[config.mk]
export PLATFORM = sky130hd
export DESIGN_NAME = uart_rx_sipo
export DESIGN_NICKNAME = d
export VERILOG_FILES = /design/src/rtl/uart_rx_sipo.sv
export SDC_FILE = /design/constraint.sdc
export NUM_CORES = 1
export LEC_CHECK = 0
export CORE_MARGIN = 3
export CORE_UTILIZATION = 58
export CTS_CLUSTER_SIZE = 30
export DETAILED_ROUTE_END_ITERATION = 7
export GPL_TIMING_DRIVEN = 0
export PLACE_DENSITY = 0.88
export SLEW_MARGIN = 5
export SYNTH_ARGS = -nofsm -noshare
export SYNTH_HDL_FRONTEND = slang
export SYNTH_SLANG_ARGS = --single-unit
[constraint.sdc]
create_clock -name Clk -period 3.86 [get_ports Clk]
set_input_delay 0.772 -clock Clk [delete_from_list [all_inputs] [get_ports Clk]]
set_output_delay 0.772 -clock Clk [all_outputs]
set_load 0.02 [all_outputs]
[src/rtl/uart_rx_sipo.sv]
// Serial-in/parallel-out UART receiver: 16x oversampled start detection, mid-bit sampling,
// 9-bit LSB-first word with valid, framing-error and sticky overrun flags for the host.
module uart_rx_sipo #(
  parameter int OVERSAMPLE = 16,
  parameter int DATA_BITS  = 9
) (
  input  logic                 Clk,
  input  logic                 Rst,
  input  logic                 divClk,
  input  logic                 Rx,
  input  logic                 RD,
  output logic [DATA_BITS-1:0] Dout,
  output logic                 Valid,
  output logic                 FrameErr,
  output logic                 Overrun,
  output logic                 Busy
);

  localparam int TW = $clog2(OVERSAMPLE);
  localparam int BW = (DATA_BITS > 1) ? $clog2(DATA_BITS) : 1;
  localparam logic [TW-1:0] T_HALF = TW'(OVERSAMPLE / 2 - 1);
  localparam logic [TW-1:0] T_FULL = TW'(OVERSAMPLE - 1);
  localparam logic [BW-1:0] B_LAST = BW'(DATA_BITS - 1);

  typedef enum logic [2:0] {
    S_IDLE   = 3'd0,
    S_START  = 3'd1,
    S_DATA   = 3'd2,
    S_STOP   = 3'd3,
    S_WAITHI = 3'd4
  } state_t;

  state_t                 state_q, state_d;
  logic                   div_q, div_d;
  logic                   tick_q, tick_d;
  logic                   rx_m_q, rx_m_d;
  logic                   rx_s_q, rx_s_d;
  logic [TW-1:0]          tcnt_q, tcnt_d;
  logic [BW-1:0]          bidx_q, bidx_d;
  logic [DATA_BITS-1:0]   sh_q, sh_d;
  logic [DATA_BITS-1:0]   dout_q, dout_d;
  logic                   valid_q, valid_d;
  logic                   ferr_q, ferr_d;
  logic                   ovr_q, ovr_d;
  logic                   busy_q, busy_d;

  // Front end: divClk rising-edge pulse and two-flop Rx synchronizer.
  always_comb begin
    div_d  = divClk;
    tick_d = divClk & ~div_q;
    rx_m_d = Rx;
    rx_s_d = rx_m_q;
  end

  // Receive FSM next-state; counters only move on tick, RD acts every cycle.
  always_comb begin
    state_d = state_q;
    tcnt_d  = tcnt_q;
    bidx_d  = bidx_q;
    sh_d    = sh_q;
    dout_d  = dout_q;
    ferr_d  = ferr_q;
    ovr_d   = ovr_q;
    valid_d = valid_q & ~RD;
    if (tick_q) begin
      case (state_q)
        S_IDLE: begin
          if (!rx_s_q) begin
            state_d = S_START;
            tcnt_d  = '0;
          end else begin
            state_d = S_IDLE;
          end
        end
        S_START: begin
          if (tcnt_q == T_HALF) begin
            tcnt_d  = '0;
            bidx_d  = '0;
            state_d = rx_s_q ? S_IDLE : S_DATA;
          end else begin
            tcnt_d = tcnt_q + TW'(1);
          end
        end
        S_DATA: begin
          if (tcnt_q == T_FULL) begin
            tcnt_d = '0;
            sh_d   = {rx_s_q, sh_q[DATA_BITS-1:1]};
            if (bidx_q == B_LAST) begin
              bidx_d  = '0;
              state_d = S_STOP;
            end else begin
              bidx_d = bidx_q + BW'(1);
            end
          end else begin
            tcnt_d = tcnt_q + TW'(1);
          end
        end
        S_STOP: begin
          if (tcnt_q == T_FULL) begin
            tcnt_d  = '0;
            dout_d  = sh_q;
            valid_d = 1'b1;
            ferr_d  = ~rx_s_q;
            // Completion beats a same-cycle RD, so only an unread word counts as overrun.
            if (valid_q && !RD) begin
              ovr_d = 1'b1;
            end else begin
              ovr_d = ovr_q;
            end
            state_d = rx_s_q ? S_IDLE : S_WAITHI;
          end else begin
            tcnt_d = tcnt_q + TW'(1);
          end
        end
        S_WAITHI: begin
          if (rx_s_q) begin
            state_d = S_IDLE;
          end else begin
            state_d = S_WAITHI;
          end
        end
        default: begin
          state_d = S_IDLE;
          tcnt_d  = '0;
          bidx_d  = '0;
        end
      endcase
    end else begin
      state_d = state_q;
    end
    busy_d = (state_d != S_IDLE);
  end

  // State and output registers with synchronous reset.
  always_ff @(posedge Clk) begin
    if (Rst) begin
      div_q   <= 1'b0;
      tick_q  <= 1'b0;
      rx_m_q  <= 1'b1;
      rx_s_q  <= 1'b1;
      state_q <= S_IDLE;
      tcnt_q  <= '0;
      bidx_q  <= '0;
      sh_q    <= '0;
      dout_q  <= '0;
      valid_q <= 1'b0;
      ferr_q  <= 1'b0;
      ovr_q   <= 1'b0;
      busy_q  <= 1'b0;
    end else begin
      div_q   <= div_d;
      tick_q  <= tick_d;
      rx_m_q  <= rx_m_d;
      rx_s_q  <= rx_s_d;
      state_q <= state_d;
      tcnt_q  <= tcnt_d;
      bidx_q  <= bidx_d;
      sh_q    <= sh_d;
      dout_q  <= dout_d;
      valid_q <= valid_d;
      ferr_q  <= ferr_d;
      ovr_q   <= ovr_d;
      busy_q  <= busy_d;
    end
  end

  assign Dout     = dout_q;
  assign Valid    = valid_q;
  assign FrameErr = ferr_q;
  assign Overrun  = ovr_q;
  assign Busy     = busy_q;

endmodule

==> impl_metrics.ini, run 1 <==
[timing]
drv_slew = 0
fin_worst_skew_ns = 0.007902
setup_viol = 0
fmax_mhz = 475.4
final.min_clock_period_ns = 2.104
tns_ns = 0
hold_viol = 0
worst_pin_slew_ns = 0.7514
relSlewSlack_pct = 49.48
rsz0062_at_grt = no
fin_crit_sh_pct = 54.50

[synthesis]
synth_seq_cells = 37
seq_area_frac_synth_pct = 47.44
yosysTopAreaCellShare_pct = 47.44
synthFlopType = dfxtp_1
yosysUniqueCellTypes = 36
syn_inst = 193
yosysWarnings = 0
yosysTopAreaCell = dfxtp_1
synth-edff-count = 0
synth_area_leaders = dfxtp_1 47%, nand2_1 9.9%, a21oi_1 8.7%
syn_area_per_cell_um2 = 8.091
async_reset_ff_share_pct = 0
synth_area_um2 = 1561
synth_nets = 201

[cts]
cts_tree = built
cts-resized-gates = 0
clock_path_buffers = 2
cts_sinks = 37
cts_buffers = 5
clkSlewWorstSetupHoldPaths_ns = 0.10
post-cts-setup-buffers = 0
hold_buffers = 0
cts_root_buffer = clkbuf_4
insertion_delay_ns = 0.33
cts_max_level = 2

[routing]
postRouteAntennaNets = 0
drt-total-wl_um = 3399
num_vias = 1455
drt-initial-drc-count = 62
viasPerCell = 5.891
drt_pass1_iterations = 4
drc = 0
wl_per_cell_um = 13.76

[worst_setup_path]
crit_path_max_incr_delay_ns = 0.64
path_cells = clkdlybuf4s50_1
r2r_slack_ns = 1.81
regToRegStartpoint = tcnt_q[0]
critPathLaunch = Dout[3]
path_class = reg2out
r2r-end = sh_q[0]
cp_num_buf_inv = 1
cp.depth = 1
crit_family = buffers and inverters
worstPathRequired_ns = 3.09
crit_path_max_fanout = 2
arrival_ns = 1.33
end_kind = output port
critPathCapture = Dout[3]
ff2ff_path_depth = 7
startpoint_type = register
crit_path_top_delay_cell = clkdlybuf4s50_1

[pwr]
sequentialPowerShare_pct = 57.0
power_leakage_nw = 0.6171
p_comb_share_pct = 2.5
power_frac_clock_pct = 40.5
sw_frac_of_total_pct = 19.46
peakVddDrop_v = 0.0003410
p_sw_uw = 131.8
p_int_uw = 545.5
powerDensity_nw_per_um2 = 367.2

[floorplanning]
ios = 18
rows = 18
initial_core_util_pct = 61.90
coreArea_um2 = 2522
dieArea_um2 = 3351
fp.dieW_um = 57.89
die_h_um = 57.89

[global_routing]
grtUsageTotal_pct = 22.33
antenna_found_initial = 0
grt_pass1_wl_um = 5740
grt_pass1_vias = 1372
grt-ovfl-total = 0
grt_max_degree = 12

[placement]
io_buffers = 16
gp_congestion = 0.8910
dp_hpwl_um = 2485
place_inst = 239

[worst_hold_path]
worstHoldPathType = reg2reg
hold_start = div_q

[final_layout]
diodes = 0
fin_nets = 224
layout-drive-gt1-share_pct = 7.834
area_growth_pct = 18.11
final_cells = 247

[outcome]
status = completed

[job]
drv_cap = 0
[per-stage QoR]
stage | setup WS [ns] | cell area, um2 | hold WS (ns) | utilization (%) | total power [mW]
2_1_floorplan | 2.068 | 1562 | 0.3674 | - | 0.4043
3_3_place_gp | 1.965 | 1759 | 0.3708 | 69.74 | 0.4105
3_5_place_dp | 1.888 | 1759 | 0.3842 | 69.74 | 0.4112
4_1_cts | 1.737 | 1844 | 0.3999 | 73.12 | 0.6841
5_1_grt | 1.593 | 1844 | 0.4114 | 73.12 | 0.7028
6_report | 1.756 | 1844 | 0.3914 | 73.12 | 0.6772
[flip-flops by register name (all words and copies together) (netlist names)]
| signal | flops |
|---|---|
| Valid | 1 |
| FrameErr | 1 |
| rx_s_q | 1 |
| rx_m_q | 1 |
| sh_q | 9 |
| state_q | 3 |
| tcnt_q | 4 |
| Overrun | 1 |
| tick_q | 1 |
| div_q | 1 |
| Busy | 1 |
| Dout | 9 |
| bidx_q | 4 |
[cell usage in the layout, fill, tap and decap left out, types with 2 or more instances in the layout]
cell             Yosys  layout
nand2_1             41      41
dfxtp_1             37      37
a21oi_1             27      27
clkdlybuf4s50_1      0      16
o21ai_0             13      13
clkbuf_1             9      10
nor2_1               9       9
inv_1                5       5
clkbuf_4             0       5
nand3_1              4       4
nor2b_1              3       3
o31ai_1              3       3
nand2b_1             3       3
nor3_1               3       3
or3_1                3       3
or2_2                3       3
ha_1                 3       3
buf_2                2       2
nand4_1              2       2
nand3b_1             2       2
nor3b_1              2       2
a31oi_1              2       2
or4_1                2       2
[synth_stat cells (all sizes together) (2+ instances only)]
cell type  instances
nor2b              3
a21oi             27
or2                3
nand4              2
nor2               9
a31oi              2
or3b               2
nand2             41
clkbuf             9
ha                 3
nand2b             3
nor3               3
inv                5
nand3b             2
or4                2
or3                3
nand3              4
buf                3
o21ai             13
and3               2
dfxtp             37
nor3b              2
o31ai              3
[cells by family after synthesis]
kind of cell | count (synthesis) | synth area share, %
AND/OR/NAND/NOR | 83 | 25.96
AO/OA/AOI/OAI | 52 | 18.83
flip-flops | 37 | 47.44
buffers and inverters | 17 | 4.728
adder cells (fa/ha/maj) | 3 | 2.404
multiplexers | 1 | 0.6411
[layout make-up]
cell class / count / area, um2
Multi-Input combinational cell: 139 / 747.0
Sequential cell: 37 / 740.7
Fill cell: 204 / 678.2
Timing Repair Buffer: 16 / 160.2
Clock buffer: 7 / 55.05
Buffer: 12 / 55.05
Tap cell: 30 / 37.54
Clock inverter: 1 / 30.03
Inverter: 5 / 18.77
[per-layer routing]
layer | vias up | track usage [%] | routed length (um)
li1 | 711 | - | -
met1 | 680 | 25.32 | 1421
met2 | 54 | 38.87 | 1699
met3 | 10 | 6.013 | 207
met4 | 0 | 10.26 | 71
met5 | - | 0 | 0
[power groups by stage]
stage | sequential [mW] | clock (mW) | combinational [mW]
floorplan | 0.394 | 0 | 0.0100
global placement | 0.395 | 0 | 0.0159
detailed placement | 0.395 | 0 | 0.0165
CTS | 0.386 | 0.282 | 0.0166
global route | 0.387 | 0.298 | 0.0184
finish | 0.386 | 0.275 | 0.0167
[worst min path at each step]
stage	end	slack (ns)	depth (start not counted)
after floorplan	tick_q	0.37	1
after global placement	tick_q	0.37	1
after detailed placement	tick_q	0.38	1
after CTS	tick_q	0.40	1
after global routing	tick_q	0.41	1
final	tick_q	0.39	1
No activity file was read; power rests on OpenSTA's default activity.
==> run 2, diff against run 1 <==
--- a/config.mk
+++ b/config.mk
@@ -6,11 +6,11 @@
 export NUM_CORES = 1
 export LEC_CHECK = 0
 export CORE_MARGIN = 3
-export CORE_UTILIZATION = 58
+export CORE_UTILIZATION = 49
 export CTS_CLUSTER_SIZE = 30
 export DETAILED_ROUTE_END_ITERATION = 7
 export GPL_TIMING_DRIVEN = 0
-export PLACE_DENSITY = 0.88
+export PLACE_DENSITY = 0.8
 export SLEW_MARGIN = 5
 export SYNTH_ARGS = -nofsm -noshare
 export SYNTH_HDL_FRONTEND = slang
==> constraint.sdc (replaced) <==
create_clock -name Clk -period 1.7 [get_ports Clk]
set_input_delay 0.34 -clock Clk [delete_from_list [all_inputs] [get_ports Clk]]
set_output_delay 0.34 -clock Clk [all_outputs]
set_load 0.02 [all_outputs]
==> run 2 against run 1 <==
The run now ends with negative setup slack left. Wire length is 4.6% higher. Flip-flop and latch count did not move. Cell area increased by 7.3%. Die area up 16%. Critical path depth up 4. Combinational power increased by 140%. Clock power grew 130%. Non-clock buffer count up 1. Critical path type is now reg2reg.
==> impl_metrics.ini, run 2 (synthesis results as in run 1) <==
[timing]
hold_viol = 0
worst_pin_slew_ns = 0.5800
fin_worst_skew_ns = 0.009678
drv_slew = 0
relSlewSlack_pct = 61.33
rsz0062_at_grt = yes
fin_crit_sh_pct = 104.2
setup_viol = 3
final.min_clock_period_ns = 1.772
hold_slack_ns = 0.3865
worst_slack_ns = -0.07217
fmax_mhz = 564.3

[floorplanning]
die_h_um = 62.45
fp.dieW_um = 62.45
initial_core_util_pct = 53.84
dieArea_um2 = 3900
rows = 19
coreArea_um2 = 2900
ios = 18

[cts]
cts_buffers = 5
clkSlewWorstSetupHoldPaths_ns = 0.11
hold_buffers = 0
insertion_delay_ns = 0.34
cts_sinks = 37
cts_root_buffer = clkbuf_4
cts_max_level = 2
cts_tree = built
clock_path_buffers = 2

[final_layout]
design_area_um2 = 1979
fin_nets = 226
area_growth_pct = 26.76
utilization_pct = 68.25
final_common_cell = nand2_1
layout-drive-gt1-share_pct = 19.63
diodes = 0
layout_common_cells = 41 x nand2_1, 32 x dfxtp_1, 24 x a21oi_1

[global_routing]
grtUsageTotal_pct = 18.72
antenna_found_initial = 0
grt_pass1_vias = 1421
grt-ovfl-total = 0
grt_max_degree = 13
grt_pass1_wl_um = 5989

[placement]
pre_cts_slack_ns = -0.2246
gp_congestion = 0.8771
dp_hpwl_um = 2295
io_buffers = 16
placed_area_um2 = 1779

[pwr]
powerDensity_nw_per_um2 = 788.2
peakVddDrop_v = 0.0006946
power_leakage_nw = 0.6635

[routing]
wl_per_cell_um = 13.62
drt-total-wl_um = 3555
postRouteAntennaNets = 0
drc = 0
drt-initial-drc-count = 99
drt_pass1_iterations = 4
viasPerCell = 5.693
num_vias = 1486

[job]
drv_cap = 0

[worst_hold_path]
holdPathStages = 1
worstHoldPathType = reg2reg

[worst_setup_path]
crit_path_max_fanout = 5
arrival_ns = 2.05
worstPathRequired_ns = 1.98
ff2ff_path_depth = 5
end_kind = register
startpoint_type = register
path_class = reg2reg

[outcome]
violations = negative setup slack
status = finished, violations left
## run 2: changes by cell type in the layout (fill, tap and decap cells not counted), sizes merged
cell | previous run | this run
buf | 3 | 6
clkbuf | 16 | 13
clkdlybuf4s50 | 16 | 15
clkinvlp | 0 | 1
dlymetal6s2s | 0 | 1
nor2 | 9 | 10
## run 2: power breakdown
| part | leakage [nW] | internal (mW) | switching, mW |
|---|---|---|---|
| clock | 0.0445 | 0.349 | 0.295 |
| sequential | 0.302 | 0.870 | 0.00509 |
| combinational | 0.317 | 0.0165 | 0.0239 |
| total | 0.663 | 1.24 | 0.324 |
## run 2: metrics by stage
step,std cells,setup TNS (ns),total power [mW]
after global placement,251,-1.674,0.9323
final,261,-0.1223,1.560
after detailed placement,251,-2.863,0.9339
after global routing,261,-0.6730,1.613
after CTS,260,-0.1239,1.566
after floorplan,193,-0.08707,0.9181
## run 2: timing repair
action,CTS,global route
resized for setup,13,21
pin swaps,8,5
gates cloned,0,1
setup buffers,3,0
setup endpoints to repair,27,26
## run 2: layer usage
metal	wire (um)	track usage, %	up-vias
li1	-	-	720
met1	1491	22.78	691
met2	1750	30.76	66
met3	253	4.137	9
met4	60	9.917	0
met5	0	0	-
## run 2: worst max-delay path, cell delays in order (launching register included)
cell and delay (ns):
dfxtp_4 0.37, mux2i_1 0.19, a31oi_1 0.11, or3b_4 0.41, or4_4 0.49, a21oi_2 0.14
## run 2: cell type report
type / instances / area, um2
buffer: 10 / 50.05
clock buffer: 6 / 51.30
clock inverter: 2 / 37.54
fill: 260 / 920.9
inverter: 5 / 18.77
multi-input combinational: 140 / 834.6
sequential: 37 / 749.5
tap: 42 / 52.55
timing repair buffer: 19 / 185.2
## run 2: final timing paths
path	start	to	slack [ns]
max	tcnt_q[3]	bidx_q[2]	-0.07
min	div_q	tick_q	0.39
max reg2reg	tcnt_q[3]	bidx_q[2]	-0.07
min reg2reg	div_q	tick_q	0.39
==> run 3, diff against run 2 <==
--- a/config.mk
+++ b/config.mk
@@ -6,11 +6,11 @@
 export NUM_CORES = 1
 export LEC_CHECK = 0
 export CORE_MARGIN = 3
-export CORE_UTILIZATION = 49
+export CORE_UTILIZATION = 54
 export CTS_CLUSTER_SIZE = 30
 export DETAILED_ROUTE_END_ITERATION = 7
 export GPL_TIMING_DRIVEN = 0
-export PLACE_DENSITY = 0.8
+export PLACE_DENSITY = 0.83
 export SLEW_MARGIN = 5
 export SYNTH_ARGS = -nofsm -noshare
 export SYNTH_HDL_FRONTEND = slang
==> constraint.sdc (replaced) <==
create_clock -name Clk -period 1.8 [get_ports Clk]
set_input_delay 0.36 -clock Clk [delete_from_list [all_inputs] [get_ports Clk]]
set_output_delay 0.36 -clock Clk [all_outputs]
set_load 0.02 [all_outputs]
==> run 3 against run 2 <==
The run now ends clean. Clock skew rose by 0.0037 ns. Total power fell by 15%. Sequential share of layout area rose by 1.3 points. Die area fell by 8.4%. Critical path depth rose by 1. Clock power fell by 28%. Flip-flop and latch count did not move. Critical endpoint unchanged. Cell area fell by 3.7%. Maximum frequency fell by 1.3%. Critical path type unchanged. Highest routed layer unchanged.
==> impl_metrics.ini, run 3 (synthesis results as in run 1) <==
[timing]
hold_viol = 0
drv_slew = 0
relSlewSlack_pct = 63.52
tns_ns = 0
setup_viol = 0
fin_crit_sh_pct = 99.78
hold_slack_ns = 0.3946
fin_worst_skew_ns = 0.01343
rsz0062_at_grt = yes
worst_pin_slew_ns = 0.5472
final.min_clock_period_ns = 1.796
fmax_mhz = 556.8

[pwr]
p_sw_uw = 303.8
p_comb_share_pct = 2.8
peakVddDrop_v = 0.0006229
sw_frac_of_total_pct = 22.81
powerDensity_nw_per_um2 = 698.3
power_leakage_nw = 0.6330
power_frac_clock_pct = 35.1
sequentialPowerShare_pct = 62.1
p_int_mw = 1.028
p_total_mw = 1.332

[cts]
cts_buffers = 5
cts_tree = built
cts_sinks = 37
insertion_delay_ns = 0.35
clock_path_buffers = 2
clkSlewWorstSetupHoldPaths_ns = 0.11
hold_buffers = 0
cts_max_level = 2
cts_root_buffer = clkbuf_4

[floorplanning]
initial_core_util_pct = 59.77
die_h_um = 59.78
dieArea_um2 = 3573
rows = 18
fp.dieW_um = 59.78
ios = 18
coreArea_um2 = 2613

[routing]
wl_met3_um = 214
drt-total-wl_um = 3476
drt-initial-drc-count = 79
drc = 0
wl_met1_um = 1461
drt_pass1_iterations = 4
num_vias = 1458
wl_per_cell_um = 14.02
postRouteAntennaNets = 0
viasPerCell = 5.879
highest_layer = met4
met2WireLength_um = 1697

[worst_setup_path]
crit_path_max_fanout = 10
path_class = reg2reg
worstPathRequired_ns = 2.08
crit_path_top_delay_cell = or4_4
crit_path_max_incr_delay_ns = 0.49
crit_family = simple AND/OR/NAND/NOR gates
arrival_ns = 2.07
end_kind = register
startpoint_type = register
path_cells = buf_6, mux2i_1, a31oi_1, or3b_4, or4_4, a21oi_1
cp_num_buf_inv = 1

[global_routing]
antenna_found_initial = 0
grt-ovfl-total = 0
grt_pass1_wl_um = 5809
grtUsageTotal_pct = 21.65
grt_pass1_vias = 1385
grt_max_degree = 13

[final_layout]
final_common_cell = nand2_1
diodes = 0
fin_nets = 225
layout_common_cells = 41 x nand2_1, 34 x dfxtp_1, 27 x a21oi_1
layout-drive-gt1-share_pct = 16.06
final_cells = 248
utilization_pct = 72.99
area_growth_pct = 22.12

[placement]
io_buffers = 16
place_inst = 239
dp_hpwl_um = 2314
gp_congestion = 0.8867

[worst_hold_path]
worstHoldPathType = reg2reg

[outcome]
status = completed

[job]
drv_cap = 0
[run 3: cell count changes in the layout (fill, tap and decap cells not counted), sizes merged]
cell | before | now
buf | 6 | 3
clkbuf | 13 | 15
clkinv | 0 | 2
bufinv | 1 | 0
clkdlybuf4s50 | 15 | 16
clkinvlp | 1 | 0
dlymetal6s2s | 1 | 0
[run 3: per-stage QoR]
stage	setup WS (ns)	cell area, um2
3_5_place_dp	-0.1523	1759
6_report	0.003870	1907
3_3_place_gp	-0.08098	1759
5_1_grt	-0.06323	1907
4_1_cts	0.002487	1854
2_1_floorplan	0.008119	1562
[run 3: cell type report]
class	instances	area (um2)
Sequential cell	37	747.0
Buffer	11	57.56
Timing Repair Buffer	17	167.7
Fill cell	200	705.7
Inverter	5	18.77
Clock inverter	2	13.76
Multi-Input combinational cell	140	813.3
Tap cell	30	37.54
Clock buffer	6	51.30
[run 3: final timing paths]
check / startpoint / endpoint / slack, ns / depth (start not counted)
worst max-delay path: state_q[1] / bidx_q[2] / 0.004 / 6
worst min-delay path: div_q / tick_q / 0.39 / 1
worst max register to register: state_q[1] / bidx_q[2] / 0.004 / 6
worst min register to register: div_q / tick_q / 0.39 / 1
[run 3: power groups by stage]
stage	Clock (mW)	Sequential, mW	Combinational, mW
2_1_floorplan	0	0.846	0.0216
3_3_place_gp	0	0.846	0.0340
3_5_place_dp	0	0.847	0.0352
4_1_cts	0.475	0.827	0.0360
5_1_grt	0.509	0.828	0.0412
6_report	0.467	0.827	0.0376
[run 3: metal layers]
metal  track usage (%)  vias to the layer above
li1                  -                      719
met1             24.93                      673
met2             36.27                       53
met3             6.479                       13
met4             10.44                        0
met5                 0                        -
[run 3: repair_timing]
| action | 4_1_cts | 5_1_grt |
|---|---|---|
| cloned | 0 | 1 |
| pin swaps | 0 | 2 |
| endpoints found under the setup margin | 18 | 27 |
| gates resized for setup | 8 | 18 |
| setup buffers | 1 | 0 |
| endpoints found under the hold margin | 0 | 0 |
